<file path="config.mk">
export PLATFORM = sky130hd
export DESIGN_NAME = chaser_sequencer
export DESIGN_NICKNAME = d
export VERILOG_FILES = /design/src/rtl/chaser_sequencer.sv
export SDC_FILE = /design/constraint.sdc
export NUM_CORES = 1
export LEC_CHECK = 0
export ABC_AREA = 1
export ABC_CLOCK_PERIOD_IN_PS = 3300
export CORE_MARGIN = 2
export CORE_UTILIZATION = 50
export DETAILED_ROUTE_END_ITERATION = 8
export GPL_TIMING_DRIVEN = 0
export PLACE_DENSITY = 0.72
export SYNTH_ARGS = -nofsm -noshare
export SYNTH_HDL_FRONTEND = slang
export SYNTH_SLANG_ARGS = --single-unit
export TNS_END_PERCENT = 100
</file>
<file path="constraint.sdc">
create_clock -name clk -period 3.3 [get_ports clk]
set_input_delay 0.825 -clock clk [delete_from_list [all_inputs] [get_ports clk]]
set_output_delay 0.825 -clock clk [all_outputs]
set_load 0.02 [all_outputs]
</file>
<file path="src/rtl/chaser_sequencer.sv">
// LED chaser sequencer: accepts one mode/speed/cycle-count command, then drives
// the selected LED pattern for the requested number of full cycles, with pause and abort.
module chaser_sequencer #(
    parameter int WIDTH    = 8,
    parameter int PRESCALE = 4,
    parameter int SPEED_W  = 3
) (
    input  logic               clk,
    input  logic               rst_n,
    input  logic               cmd_valid,
    output logic               cmd_ready,
    input  logic [1:0]         cmd_mode,
    input  logic [SPEED_W-1:0] cmd_speed,
    input  logic [7:0]         cmd_cycles,
    input  logic               pause,
    input  logic               abort,
    output logic [WIDTH-1:0]   led_out,
    output logic               busy,
    output logic               done,
    output logic [1:0]         state_dbg
);

    typedef enum logic [1:0] {
        IDLE = 2'd0,
        RUN  = 2'd1,
        HOLD = 2'd2,
        DONE = 2'd3
    } state_t;

    localparam logic [1:0] M_ROTL   = 2'd0;
    localparam logic [1:0] M_ROTR   = 2'd1;
    localparam logic [1:0] M_BOUNCE = 2'd2;
    localparam logic [1:0] M_BLINK  = 2'd3;

    localparam int PERIOD_MAX = PRESCALE * (2 ** SPEED_W);
    localparam int TICK_W     = $clog2(PERIOD_MAX + 1);
    localparam int STEP_W     = $clog2(2 * WIDTH);

    state_t              state;
    logic [1:0]          mode;
    logic [TICK_W-1:0]   period_m1;
    logic [TICK_W-1:0]   tick;
    logic [STEP_W-1:0]   step;
    logic [STEP_W-1:0]   last_step;
    logic [7:0]          cycles_rem;
    logic                dir_up;
    logic [WIDTH-1:0]    next_pat;
    logic                next_dir;

    assign state_dbg = state;

    always_comb begin
        last_step = STEP_W'(1);
        case (mode)
            M_ROTL, M_ROTR: last_step = STEP_W'(WIDTH - 1);
            M_BOUNCE:       last_step = STEP_W'(2 * WIDTH - 3);
            default:        last_step = STEP_W'(1);
        endcase
    end

    // Bounce turns around on the step that lands on an end bit, so it never wraps.
    always_comb begin
        next_pat = led_out;
        next_dir = dir_up;
        case (mode)
            M_ROTL: next_pat = {led_out[WIDTH-2:0], led_out[WIDTH-1]};
            M_ROTR: next_pat = {led_out[0], led_out[WIDTH-1:1]};
            M_BOUNCE: begin
                if (dir_up) begin
                    next_pat = led_out << 1;
                    if (next_pat[WIDTH-1]) next_dir = 1'b0;
                end else begin
                    next_pat = led_out >> 1;
                    if (next_pat[0]) next_dir = 1'b1;
                end
            end
            default: next_pat = ~led_out;
        endcase
    end

    // Handshake: a command transfers on a clock edge where cmd_valid && cmd_ready;
    // cmd_ready is high only in IDLE, so the requester holds the command until then.
    always_ff @(posedge clk or negedge rst_n) begin
        if (!rst_n) begin
            state      <= IDLE;
            mode       <= M_ROTL;
            period_m1  <= '0;
            tick       <= '0;
            step       <= '0;
            cycles_rem <= '0;
            dir_up     <= 1'b1;
            led_out    <= '0;
            busy       <= 1'b0;
            done       <= 1'b0;
            cmd_ready  <= 1'b1;
        end else begin
            done <= 1'b0;
            case (state)
                IDLE: begin
                    if (cmd_valid) begin
                        mode       <= cmd_mode;
                        period_m1  <= TICK_W'(PRESCALE * (int'(cmd_speed) + 1) - 1);
                        cycles_rem <= cmd_cycles;
                        tick       <= '0;
                        step       <= '0;
                        dir_up     <= 1'b1;
                        led_out    <= (cmd_mode == M_BLINK) ? {WIDTH{1'b1}} : WIDTH'(1);
                        busy       <= 1'b1;
                        cmd_ready  <= 1'b0;
                        state      <= RUN;
                    end
                end
                RUN, HOLD: begin
                    if (abort) begin
                        led_out   <= '0;
                        busy      <= 1'b0;
                        cmd_ready <= 1'b1;
                        state     <= IDLE;
                    end else if (pause) begin
                        state <= HOLD;
                    end else begin
                        state <= RUN;
                        if (tick == period_m1) begin
                            tick <= '0;
                            if (step == last_step) begin
                                step <= '0;
                                // cycles_rem of 0 means an endless run
                                if (cycles_rem == 8'd1) begin
                                    led_out <= '0;
                                    busy    <= 1'b0;
                                    done    <= 1'b1;
                                    state   <= DONE;
                                end else begin
                                    led_out <= next_pat;
                                    dir_up  <= next_dir;
                                    if (cycles_rem != 8'd0) cycles_rem <= cycles_rem - 8'd1;
                                end
                            end else begin
                                step    <= step + STEP_W'(1);
                                led_out <= next_pat;
                                dir_up  <= next_dir;
                            end
                        end else begin
                            tick <= tick + TICK_W'(1);
                        end
                    end
                end
                DONE: begin
                    cmd_ready <= 1'b1;
                    state     <= IDLE;
                end
                default: state <= IDLE;
            endcase
        end
    end

endmodule

</file>
After elaboration in Yosys (flattened, before gate mapping)
Cells that the tools add are included.
{"block": "totals", "regBits": 40, "out_inout_bits": 13, "elab_cells": 116}
{"block": "op_classes", "addsub": 5, "n_eq_ne": 22, "muxes": 63, "bitwise": 1, "reduce_logical": 14}
{"op": "8-bit 2-to-1 mux", "count": 15}
{"op": "8-bit one-hot mux with 2 select lines", "count": 2}
{"op": "6-bit 2-to-1 mux", "count": 4}
{"op": "8-bit one-hot mux with 3 select lines", "count": 1}
{"op": "1-bit 2-to-1 mux", "count": 23}
{"op": "4-bit 2-to-1 mux", "count": 5}
{"op": "2-bit inequality test, second input constant", "count": 8}
{"op": "4-bit one-hot mux with 2 select lines", "count": 2}
{"op": "3-bit inequality test, second input constant", "count": 5}
{"op": "2-bit 2-to-1 mux", "count": 6}
{"op": "6-bit one-hot mux with 2 select lines", "count": 1}
{"op": "6-bit AND reduction", "count": 2}
{"op": "2-bit equality test, second input constant", "count": 4}
{"op": "8-bit by 1-bit equality test with 1-bit output, second input constant", "count": 1}
{"op": "8-bit NOT", "count": 1}
{"op": "4-bit AND reduction", "count": 2}
{"op": "8-bit AND reduction", "count": 1}
{"op": "8-bit nonzero test", "count": 1}
{"op": "8-bit by 1-bit subtractor with 8-bit output, second input constant", "count": 1}
{"op": "6-bit by 1-bit adder with 6-bit output, second input constant", "count": 1}
{"op": "6-bit equality test", "count": 1}
{"op": "2-bit one-hot mux with 3 select lines", "count": 1}
{"op": "6-bit by 1-bit subtractor with 6-bit output, second input constant", "count": 1}
{"op": "5-bit AND reduction", "count": 1}
{"op": "other kinds (10)", "count": 15}

Logic depth before layout (Yosys ltp)
Gate-level depths: netlist of the first run.
{"block": "depth", "word_depth": 9, "depth_mapped": 12}

Least setup slack after synthesis of the first run
Ideal clock, no wire load.
{"block": "synth_timing", "kind": "register to register", "startpoint": "register state[0] (netlist: state_dbg[0])", "endpoint": "register cycles_rem[7]", "setup_ps": 117, "arrival_time_ps": 1717, "required_time_ps": 3183, "setup_slack_ps": 1466, "path_stages_with_launch": 10, "n_path_buf": 1, "period_less_slack_ps": 1834, "cell_sequence": "dfrtp_1 -> inv_1 -> ha_1 -> clkbuf_8 -> o21ai_0 -> nand2_4 -> a21oi_4 -> nand2_4 -> nand2_1 -> nand2_1"}
{"block": "synth_between", "elab_chain_cells": 4, "elab_cells_between_ends": 14, "classes_between": "eq/ne: 9; mux: 1; reduce/logical: 4"}
{"item": "start: declaration", "line": "39", "rtl": "state_t state;"}
{"item": "start signal: assignment", "line": "85", "rtl": "state <= IDLE;"}
{"item": "start signal: assignment", "line": "110", "rtl": "state <= RUN;"}
{"item": "start signal: assignment", "line": "118", "rtl": "state <= IDLE;"}
{"item": "2-bit by 1-bit equality test with 1-bit output or 2-bit equality test (tied branches)", "line": "98", "rtl": "case (state)"}
{"item": "2-bit OR reduction", "line": "98"}
{"item": "2-bit inequality test (no source line) or 2-bit nonzero test (tied branches)"}
{"item": "8-bit AND reduction (no source line)"}
{"item": "end signal: assignment", "line": "103", "rtl": "cycles_rem <= cmd_cycles;"}
{"item": "end signal: assignment", "line": "136", "rtl": "if (cycles_rem != 8'd0) cycles_rem <= cycles_rem - 8'd1;"}
{"item": "end: declaration", "line": "45", "rtl": "logic [7:0] cycles_rem;"}
Several ways; a longest one is shown, not always the timed one.
A chain may end at the register's enable or synchronous reset.

Worst setup path after layout of the first run
{"block": "layout_timing", "startpoint": "register cmd_ready", "endpoint": "output cmd_ready"}
{"item": "start: declaration", "line": "11", "rtl": "output logic cmd_ready,"}
{"item": "start signal: assignment", "line": "95", "rtl": "cmd_ready <= 1'b1;"}
{"item": "start signal: assignment", "line": "109", "rtl": "cmd_ready <= 1'b0;"}
{"item": "start signal: assignment", "line": "117", "rtl": "cmd_ready <= 1'b1;"}
No word-level cell between the ends.

==> reports/metrics.csv, run 1 <==
stage,metric,value,unit
status,status,"complete, no violations",
route,DRC viols,0,
yosys,sequential share of the synthesized area,36.5,%
layout,share of layout cells above drive strength 1,7.09,%
timing,worst slew pin tran,874,ps
timing,Fin Setup TNS,0,ps
worst_hold_path,Hold/Removal Path Class,flip-flop to flip-flop,
power_and_ir_drop,clock share of power,11.1,%
setup_path,Critical Path Sink Type,primary output,
setup_path,Worst R2R Path Depth,9,
layout,Fill cells,507,
setup_path,Critical Path AT,1430,ps
power_and_ir_drop,worst vdd ir,0.000407,V
route,Starting DRT DRC Count,205,
power_and_ir_drop,Design Power,2.88,mW
timing,Hold WS,480,ps
power_and_ir_drop,Seq pwr share,28.6,%
timing,final setup margin,1040,ps
setup_path,crit-path max FO,2,
setup_path,type of origin of the critical path,flip-flop,
clock_tree,Clock Latency Late Sink,300,ps
clock_tree,# hold bufs at CTS,0,
route,vias per inst,4.97,
power_and_ir_drop,P_int,1.43,mW
route,ANT nets after route,0,
floorplanning,Placeable Area,5140,sq um
grt,met3 Use GR,3.88,%
placed_design,DP Area,3070,sq um
yosys,number of distinct library cells after synthesis,30,
setup_path,CP Cell Sequence,clkdlybuf4s50_1,
worst_hold_path,Worst Hold Depth,2,
layout,Finished Cell Area,3150,sq um
timing,Fmax achieved,0.443,GHz
grt,GR met1 Demand/Resource,30.9,%
setup_path,Required @ worst endpoint,2470,ps
clock_tree,Clock Tree Buf Depth,2,
setup_path,critical path's top delay family,buffers and inverters,
placed_design,setup slack after placement,714,ps
placed_design,Final GP Congestion,0.929,
grt,busiest layer in global routing,met2,
grt,first-pass GRT wire length,10.7,mm
setup_path,reg-to-reg setup timing slack,1310,ps
yosys,synth warn,0,
placed_design,post-placement cell count,499,
power_and_ir_drop,Net Sw Frac,50.2,%
timing,Final Cycle Share,68.4,%
route,Vias,2519,
grt,all-layer global routing usage,22.1,%
timing,post-layout minimum cycle time,2260,ps
floorplanning,die height,77.3,um
timing,RSZ-0062 raised after global routing,false,
timing,Max transition margin,41.8,%
yosys,average cell area after synthesis,6.73,sq um
yosys,syn nets,427,
timing,Slew Limit Fails,0,
route,Pre-antenna DRT Iters,4,
floorplanning,Die W,77.3,um
floorplanning,I/O pins,31,
route,routed wire length,5.93,mm
layout,Post-Layout Cell Count,507,
timing,Fin. Hold Viols,0,
power_and_ir_drop,Leak,1.61,nW
layout,Area growth syn-to-layout,17.3,%
clock_tree,Worst-path clk slew,80,ps
floorplanning,row count,26,
clock_tree,CTS Buf Count,5,
yosys,Post-Syn Area,2680,sq um
setup_path,crit path buf inv count,1,
layout,Ant. Diodes,0,
clock_tree,post-cts gate resize count,0,
flow_run,maxcap violations,0,
floorplanning,DIE AREA,5970,sq um
clock_tree,setup bufs post-CTS,0,
layout,final core occ,61.2,%
floorplanning,Initial Utilization,52.2,%
yosys,"FF+latch count, synth",39,
layout,most frequent cells in the layout,"nand2_1 (149), nand3_1 (46), inv_1 (44)",
power_and_ir_drop,power per cell area,915,nW/um^2
clock_tree,CTS tree,yes,
setup_path,total number of cells along the worst setup path,1,
setup_path,crit-path max cell delay,600,ps
power_and_ir_drop,sw power,1.44,mW
grt,largest net degree at the start of global routing,40,
grt,GR Overflow Total,0,
route,Routed wire per std cell,11.7,um
placed_design,dpl hpwl,4.40,mm
clock_tree,clk root buf,clkbuf_8,
grt,M2 GR Usage,34.8,%
grt,initial antenna violation count,0,
layout,"commonest non-fill, non-tap cell in the layout",nand2_1,
placed_design,IO buf count,30,
clock_tree,clk sinks,39,
grt,vias in the first global route,2353,
layout,Layout Nets,464,
power_and_ir_drop,combinational group share of total power,60.3,%
timing,setup violators final,0,
clock_tree,CTS H-tree depth,2,
setup_path,crit path kind,flip-flop to primary output,
timing,Post-Route Skew,6.73,ps
yosys,cells after synthesis,399,
setup_path,Slowest cell on crit path,clkdlybuf4s50_1,
[cells by family after synthesis]
family,after synthesis,synth area share [%]
AO/OA/AOI/OAI,51,10.4
adder cells (fa/ha/maj),10,4.66
AND/OR/NAND/NOR,237,37.9
buffers and inverters,57,9.00
XOR/XNOR,5,1.63
flip-flops,39,36.5
[power groups by stage]
| stage | Combinational (mW) | Clock (mW) | Sequential, mW |
|---|---|---|---|
| floorplan | 1.24 | 0 | 0.863 |
| global placement | 1.71 | 0 | 0.828 |
| detailed placement | 1.73 | 0 | 0.831 |
| CTS | 1.74 | 0.329 | 0.823 |
| global route | 1.99 | 0.346 | 0.853 |
| finish | 1.74 | 0.320 | 0.824 |
[metal layers]
metal,vias to the layer above,share of wire (%),wire length (um)
met5,-,0,0
met4,0,1.7,100
met3,11,3.6,215
met2,50,45,2680
met1,1113,49,2940
li1,1345,-,-
[cell type report]
cell class / instances / area (sq um) / share of cell area, %
multi-input combinational: 303 / 1460 / 46.5
sequential: 39 / 978 / 31.1
clock buffer: 7 / 76.3 / 2.42
tap: 70 / 87.6 / 2.78
buffer: 9 / 61.3 / 1.95
inverter: 48 / 180 / 5.72
clock inverter: 1 / 5.00 / 0.159
timing repair buffer: 30 / 295 / 9.38
[worst paths after layout]
kind / endpoint / start
max: cmd_ready / cmd_ready
min: cycles_rem[1] / cycles_rem[1]
max reg2reg: step[0] / state_dbg[1]
min reg2reg: cycles_rem[1] / cycles_rem[1]
max in group asynchronous: period_m1[1] / rst_n
min in group asynchronous: led_out[4] / rst_n
[registers in the layout, indices dropped and copies added, names as in the netlist]
name and count:
led_out 8, cmd_ready 1, cycles_rem 8, done 1, dir_up 1, mode 2, busy 1, period_m1 5
step 4, tick 6, state_dbg 2
[tightest hold or removal path: stages, from the launching register on]
cell	delay (ps)
dfrtp_1	350
nand2_1	50
nand2_1	50
[synthesized netlist by cell type (all sizes together)]
library cell,instances,area share (%)
nand2,153,22
inv,48,6.7
nand3,47,9.0
dfrtp,37,34
o21ai,33,6.4
nor2,29,4.3
a21oi,15,3.2
ha,10,4.7
clkbuf,5,1.1
buf,4,1.2
nand4,3,0.70
nor3b,3,1.3
xor2,3,0.98
a31oi,2,0.47
dfstp,2,2.0
xnor2,2,0.65
nor4,1,0.23
o21bai,1,0.28
or2,1,0.23
(Power assumes the default switching activity.)
==> inputs of run 2 (changes only) <==
- ABC_CLOCK_PERIOD_IN_PS: 3300 -> 2300
- clock period: 3.3 -> 2.3 ns (I/O delays scaled with it)
==> results of run 2 <==
Same layout as run 1 (identical final DEF). Status: complete, no violations.
Main changes from that run: setup slack after placement 714 ps -> -35.8 ps; setup slack after layout 1040 ps -> 292 ps; hold slack 480 ps -> 391 ps; register-to-register setup slack 1310 ps -> 310 ps; total power 2.88 mW -> 4.13 mW; worst IR drop on VDD 0.000407 V -> 0.000584 V
